## src/rtl/ltc6912_chain_ctrl_if.sv

```systemverilog
// Request/status and SPI signal bundle for the LTC6912 daisy-chain gain controller.
interface ltc6912_chain_ctrl_if #(
    parameter int N_DEV = 1
);
    logic [8*N_DEV-1:0] gain_data;
    logic               gain_valid;
    logic               gain_ready;
    logic               busy;
    logic               done;
    logic               error;
    logic               cs;
    logic               sck;
    logic               mosi;
    logic               miso;

    modport master (
        output gain_data, gain_valid, miso,
        input  gain_ready, busy, done, error, cs, sck, mosi
    );

    modport slave (
        input  gain_data, gain_valid, miso,
        output gain_ready, busy, done, error, cs, sck, mosi
    );
endinterface

```

## src/rtl/ltc6912_chain_ctrl.sv

```systemverilog
// SPI mode-0 gain programmer for a chain of N_DEV LTC6912 PGAs; sends INIT_GAIN after reset.
// Define LTC6912_CHAIN_READBACK_EN to send each frame twice and check the echoed word on miso.
module ltc6912_chain_ctrl #(
    parameter int         N_DEV     = 1,
    parameter int         CLK_DIV   = 4,
    parameter logic [7:0] INIT_GAIN = 8'b0111_0111
) (
    input  logic                 clk,
    input  logic                 reset_n,
    ltc6912_chain_ctrl_if.slave  bus
);
    localparam int W  = 8 * N_DEV;
    localparam int CW = $clog2(W + 1);
    localparam int DW = (CLK_DIV > 1) ? $clog2(CLK_DIV) : 1;

    typedef enum logic [2:0] {INIT, IDLE, SHIFT, GAP, DONE} state_t;

    state_t          state;
    state_t          state_next;
    logic [W-1:0]    tx_word;
    logic [W-1:0]    shift_reg;
    logic [CW-1:0]   bit_cnt;
    logic [DW-1:0]   div_cnt;
    logic            phase;
    logic            busy_q;
    logic            div_end;
    logic            frame_over;

`ifdef LTC6912_CHAIN_READBACK_EN
    logic            second;
    logic [W-1:0]    rx_reg;
    logic            error_q;
`else
    logic            unused_miso;
    assign unused_miso = bus.miso;
`endif

    assign div_end    = (div_cnt == DW'(CLK_DIV - 1));
    assign frame_over = (bit_cnt == CW'(W));

    // Next state and all SPI/handshake outputs are decoded from the current state.
    always_comb begin
        state_next     = state;
        bus.gain_ready = 1'b0;
        bus.done       = 1'b0;
        bus.cs         = 1'b1;
        bus.sck        = 1'b0;
        bus.mosi       = 1'b0;
        case (state)
            INIT: state_next = SHIFT;
            IDLE: begin
                bus.gain_ready = 1'b1;
                if (bus.gain_valid) state_next = SHIFT;
            end
            SHIFT: begin
                bus.cs   = 1'b0;
                bus.sck  = phase;
                bus.mosi = shift_reg[W-1];
                if (frame_over && div_end) state_next = GAP;
            end
            GAP: begin
                if (div_end) begin
`ifdef LTC6912_CHAIN_READBACK_EN
                    state_next = second ? DONE : SHIFT;
`else
                    state_next = DONE;
`endif
                end
            end
            DONE: begin
                bus.done   = 1'b1;
                state_next = IDLE;
            end
            default: state_next = INIT;
        endcase
    end

    // phase=0 is the sck-low half with a bit on mosi; the bit advances when sck falls.
    always_ff @(posedge clk) begin
        if (!reset_n) begin
            state     <= INIT;
            busy_q    <= 1'b0;
            tx_word   <= '0;
            shift_reg <= '0;
            bit_cnt   <= '0;
            div_cnt   <= '0;
            phase     <= 1'b0;
`ifdef LTC6912_CHAIN_READBACK_EN
            second    <= 1'b0;
            rx_reg    <= '0;
            error_q   <= 1'b0;
`endif
        end else begin
            state  <= state_next;
            busy_q <= (state_next != IDLE);
            case (state)
                INIT: begin
                    tx_word   <= {N_DEV{INIT_GAIN}};
                    shift_reg <= {N_DEV{INIT_GAIN}};
                    bit_cnt   <= '0;
                    div_cnt   <= '0;
                    phase     <= 1'b0;
`ifdef LTC6912_CHAIN_READBACK_EN
                    second    <= 1'b0;
`endif
                end
                IDLE: begin
                    if (bus.gain_valid) begin
                        tx_word   <= bus.gain_data;
                        shift_reg <= bus.gain_data;
                        bit_cnt   <= '0;
                        div_cnt   <= '0;
                        phase     <= 1'b0;
`ifdef LTC6912_CHAIN_READBACK_EN
                        second    <= 1'b0;
                        error_q   <= 1'b0;
`endif
                    end
                end
                SHIFT: begin
                    div_cnt <= div_end ? '0 : div_cnt + DW'(1);
                    if (div_end && !frame_over) begin
                        phase <= ~phase;
                        if (phase) begin
                            shift_reg <= {shift_reg[W-2:0], 1'b0};
                            bit_cnt   <= bit_cnt + CW'(1);
                        end
`ifdef LTC6912_CHAIN_READBACK_EN
                        else begin
                            rx_reg <= {rx_reg[W-2:0], bus.miso};
                        end
`endif
                    end
                end
                GAP: begin
                    div_cnt <= div_end ? '0 : div_cnt + DW'(1);
                    if (div_end) begin
                        shift_reg <= tx_word;
                        bit_cnt   <= '0;
`ifdef LTC6912_CHAIN_READBACK_EN
                        second    <= 1'b1;
                        if (second) error_q <= (rx_reg != tx_word);
`endif
                    end
                end
                default: begin
                end
            endcase
        end
    end

    assign bus.busy = busy_q;
`ifdef LTC6912_CHAIN_READBACK_EN
    assign bus.error = error_q;
`else
    assign bus.error = 1'b0;
`endif

endmodule

```

## src/flat_wrapper.sv

```systemverilog
// flat-port wrapper written by rule: the top's interface ports become plain ports
module ltc6912_chain_ctrl_flat 
#(
    parameter int         N_DEV     = 1,
    parameter int         CLK_DIV   = 4,
    parameter logic [7:0] INIT_GAIN = 8'b0111_0111
)
  (clk, reset_n, bus_gain_data, bus_gain_valid, bus_miso, bus_gain_ready, bus_busy, bus_done, bus_error, bus_cs, bus_sck, bus_mosi);
  ltc6912_chain_ctrl_if #(.N_DEV(N_DEV)) bus_i ();
  input  logic clk;
  input  logic reset_n;
  input wire logic [$bits(bus_i.gain_data)-1:0] bus_gain_data;
  input wire logic [$bits(bus_i.gain_valid)-1:0] bus_gain_valid;
  input wire logic [$bits(bus_i.miso)-1:0] bus_miso;
  output wire logic [$bits(bus_i.gain_ready)-1:0] bus_gain_ready;
  output wire logic [$bits(bus_i.busy)-1:0] bus_busy;
  output wire logic [$bits(bus_i.done)-1:0] bus_done;
  output wire logic [$bits(bus_i.error)-1:0] bus_error;
  output wire logic [$bits(bus_i.cs)-1:0] bus_cs;
  output wire logic [$bits(bus_i.sck)-1:0] bus_sck;
  output wire logic [$bits(bus_i.mosi)-1:0] bus_mosi;
  assign bus_i.gain_data = bus_gain_data;
  assign bus_i.gain_valid = bus_gain_valid;
  assign bus_i.miso = bus_miso;
  assign bus_gain_ready = bus_i.gain_ready;
  assign bus_busy = bus_i.busy;
  assign bus_done = bus_i.done;
  assign bus_error = bus_i.error;
  assign bus_cs = bus_i.cs;
  assign bus_sck = bus_i.sck;
  assign bus_mosi = bus_i.mosi;
  ltc6912_chain_ctrl #(.N_DEV(N_DEV), .CLK_DIV(CLK_DIV), .INIT_GAIN(INIT_GAIN)) u_core (.clk(clk), .reset_n(reset_n), .bus(bus_i));
endmodule
```

## config.mk

```make
export PLATFORM = sky130hd
export DESIGN_NAME = ltc6912_chain_ctrl_flat
export DESIGN_NICKNAME = d
export VERILOG_FILES = /design/src/rtl/ltc6912_chain_ctrl_if.sv /design/src/rtl/ltc6912_chain_ctrl.sv /design/src/flat_wrapper.sv
export SDC_FILE = /design/constraint.sdc
export NUM_CORES = 1
export LEC_CHECK = 0
export BUFFER_PORTS_ARGS = -buffer_cell sky130_fd_sc_hd__buf_2
export CORE_UTILIZATION = 45
export CTS_CLUSTER_DIAMETER = 80
export DETAILED_ROUTE_END_ITERATION = 7
export GPL_ROUTABILITY_DRIVEN = 1
export PLACE_DENSITY = 0.67
export RECOVER_POWER = 50
export SYNTH_ARGS = -nofsm -noshare
export SYNTH_HDL_FRONTEND = slang
export SYNTH_SLANG_ARGS = --single-unit
```

## constraint.sdc

```tcl
create_clock -name clk -period 1.65 [get_ports clk]
set_input_delay 0.0825 -clock clk [delete_from_list [all_inputs] [get_ports clk]]
set_output_delay 0.0825 -clock clk [all_outputs]
set_load 0.05 [all_outputs]
```

==> key figures <==
Run status
  • Outcome: complete, no violations

Timing
  • Rel. slew slack: 0.6098
  • Final Hold Fails: 0
  • Tmin final: 1580 ps
  • # setup viols final: 0
  • RSZ-0062 raised after global routing: true
  • Slew Viols, Final: 0
  • Final worst path period share: 0.9573
  • Fin worst setup slack: 70.42 ps
  • TNS Setup: 0 ps
  • Max Freq: 633.1 MHz
  • Clk_skew: 15.72 ps
  • Worst-Margin Slew: 587.8 ps

Global routing
  • Initial antenna violation count: 0
  • First-pass GRT wire length: 5.506 mm
  • Vias in the first global route: 1230
  • Grt total ovfl: 0
  • Largest net degree at the start of global routing: 33
  • Gr usage total: 0.2070

Synth
  • Yosys cell types: 47
  • Synth top area share: 0.3721
  • Largest area contributor in the netlist: dfxtp_1
  • Simple-gate share of the synthesized area: 0.1955
  • Post-synthesis sequential area ratio: 0.3721
  • Post-Synth Adder-Cell Area: 0.02584
  • Dominant synthesized flop cell: dfxtp_1
  • Post-synth EDFFs: 0
  • Syn. warnings: 0
  • Ys async rst share: 0
  • Synth Register Bits: 27
  • XOR/XNOR share of the synthesized area: 0
  • Synth area leaders: dfxtp_1 37%, o221a_2 9.3%, mux2i_1 6.2%
  • Compound-Gate Fraction of Synth Area: 0.2722
  • Synth Net Count: 168
  • Cells after Synth: 153
  • Share of synthesized area spent on multiplexers: 0.07752
  • Combinational family with the most area after synthesis: compound AO/OA/AOI/OAI gates
  • Netlist Area Pre-Place: 0.001453 sq mm
  • Mean post-synth cell area: 9.494 sq um

Setup path
  • CP Launch Type: flip-flop
  • Arr. time, crit path: 1840 ps
  • Critical path endpoint category: flip-flop
  • Reg2reg setup slack: 70 ps
  • R2R depth: 6
  • CP max FO: 8
  • R2R Path End: u_core.shift_reg[5]
  • Setup CP Type: flip-flop to flip-flop
  • Reg2reg start: u_core.bit_cnt[0]
  • Worst Path Required: 1910 ps

Cells and area
  • Share of cells above drive strength 1: 0.4118
  • Commonest non-fill, non-tap cell in the layout: dfxtp_1
  • # nets final: 203
  • Most frequent cells in the layout: 23 x dfxtp_1, 21 x buf_4, 15 x nand2_1
  • Ant diodes: 0
  • Area delta synth->final: 27.30%
  • Fin area: 0.001849 sq mm

Clocking
  • Reg clk slew, reported paths: 160 ps
  • Root buf cell: clkbuf_4
  • CTS tree: done
  • TritonCTS buffer count: 3
  • Skew-Pair Late Insertion Delay: 350 ps
  • Htree depth: 1
  • Clock Path Buffers: 2
  • CTS Sinks: 27

Floorplanning
  • Die Height: 58.82 um
  • Die Area: 0.003459 sq mm
  • Initial Utilization: 0.4758
  • Core area: 0.003053 sq mm
  • Die W: 58.82 um
  • I/O pin count: 19
  • FP Rows: 20

Placed design
  • Port Buffers: 16
  • DP HPWL: 2.278 mm
  • Dpl cell area: 0.001682 sq mm
  • Gpl congestion: 0.8728
  • Dpl ws: -52.32 ps

Worst hold path
  • Class of the worst hold path: input pin to flip-flop
  • WHS Endpoint: u_core.tx_word[1]
  • Hold path depth: 2
  • Hold wc startpoint: bus_gain_data[1]

Pwr
  • Power per cell area: 708.3 mW/mm^2
  • Worst VDD drop: 0.2973 mV
  • Static Leak: 0.7391 nW

Detailed routing
  • Vias/cell: 5.416
  • Initial drt markers: 66
  • Avg WL per Cell: 14.03 um
  • Detail Route Antenna Nets: 0
  • TritonRoute pass-1 iters: 5
  • Vias post-DR: 1251
  • DRC violations left: 0
  • Final WL: 3.240 mm

Flow run
  • Max Cap Viol: 0
-- cell families (layout without fill, tap and decap cells) --
group | after synthesis | after routing
AND/OR/NAND/NOR | 49 | 49
AO/OA/AOI/OAI | 47 | 47
flip-flops | 27 | 27
buffers and inverters | 15 | 49
multiplexers | 11 | 11
adder cells (fa/ha/maj) | 3 | 3
other | 1 | 1
-- synth_stat cells (2+ instances only) --
master and n:
buf_2 3, buf_4 3, nor3b_1 2, a21oi_1 12, mux2i_1 9, clkbuf_1 4
nand2b_1 2, a22o_1 2, o21ai_0 3, nor2_1 6, nand2_1 15, nor3_1 2
mux2_2 2, a22oi_1 2, o21a_1 3, nor2b_1 4, inv_1 4, o221a_2 12
o22ai_1 2, and2_1 2, nand3_1 5, ha_1 3, dfxtp_1 27
-- layer usage --
layer	track usage	vias up	part of all wire
met1	0.2717	594	0.50
met4	0.1054	0	0.020
li1	-	633	-
met2	0.3247	17	0.46
met3	0.03736	7	0.021
met5	0	-	0
-- area by class of cell --
cell class	instances	area, sq um
Multi-Input combinational cell	111	887.1
Clock inverter	1	8.758
Fill cell	278	1204
Inverter	4	15.01
Tap cell	44	55.05
Timing Repair Buffer	41	310.3
Clock buffer	3	22.52
Sequential cell	27	550.5
-- how the worst max path moves through the flow --
stage | startpoint | slack, ps | end | cells past startpoint
detailed placement | u_core.state[2] | -50 | u_core.tx_word[5] | 3
floorplan | u_core.bit_cnt[0] | 5 | u_core.shift_reg[2] | 6
global placement | u_core.bit_cnt[0] | -20 | u_core.shift_reg[6] | 6
global route | u_core.state[0] | 3 | bus_sck | 5
CTS | u_core.bit_cnt[0] | 8 | u_core.shift_reg[6] | 6
finish | u_core.bit_cnt[0] | 70 | u_core.shift_reg[5] | 6
-- report_power, final --
part / internal [mW] / leakage (nW) / total (mW) / switching, mW
Clock: 0.0993 / 0.0183 / 0.316 / 0.216
Combinational: 0.139 / 0.496 / 0.283 / 0.144
Sequential: 0.688 / 0.225 / 0.712 / 0.0238
-- through the flow --
step,total power [mW],hold slack (ps),utilization,instances
global placement,0.9696,376.4,0.5508,220
global route,1.376,4.202,0.6057,231
finish,1.310,15.68,0.6057,231
detailed placement,0.9770,380.5,0.5508,220
floorplan,0.9014,212.0,-,153
CTS,1.310,5.152,0.5873,228
-- worst max-delay path, cell delays in order, from the launching register on --
cell,delay [ps]
dfxtp_2,350
inv_1,50
ha_2,180
and3b_4,180
a211o_1,270
a21o_4,240
o221a_2,230
-- repair_timing --
item                                   in CTS  in global routing
hold buffers                                0                  2
setup buffers                               4                  1
setup endpoints to repair                  20                 14
pin swaps                                   2                  3
endpoints found under the hold margin       0                  2
gates resized for setup                    13                 10
Power figures use the tool's default switching activity.
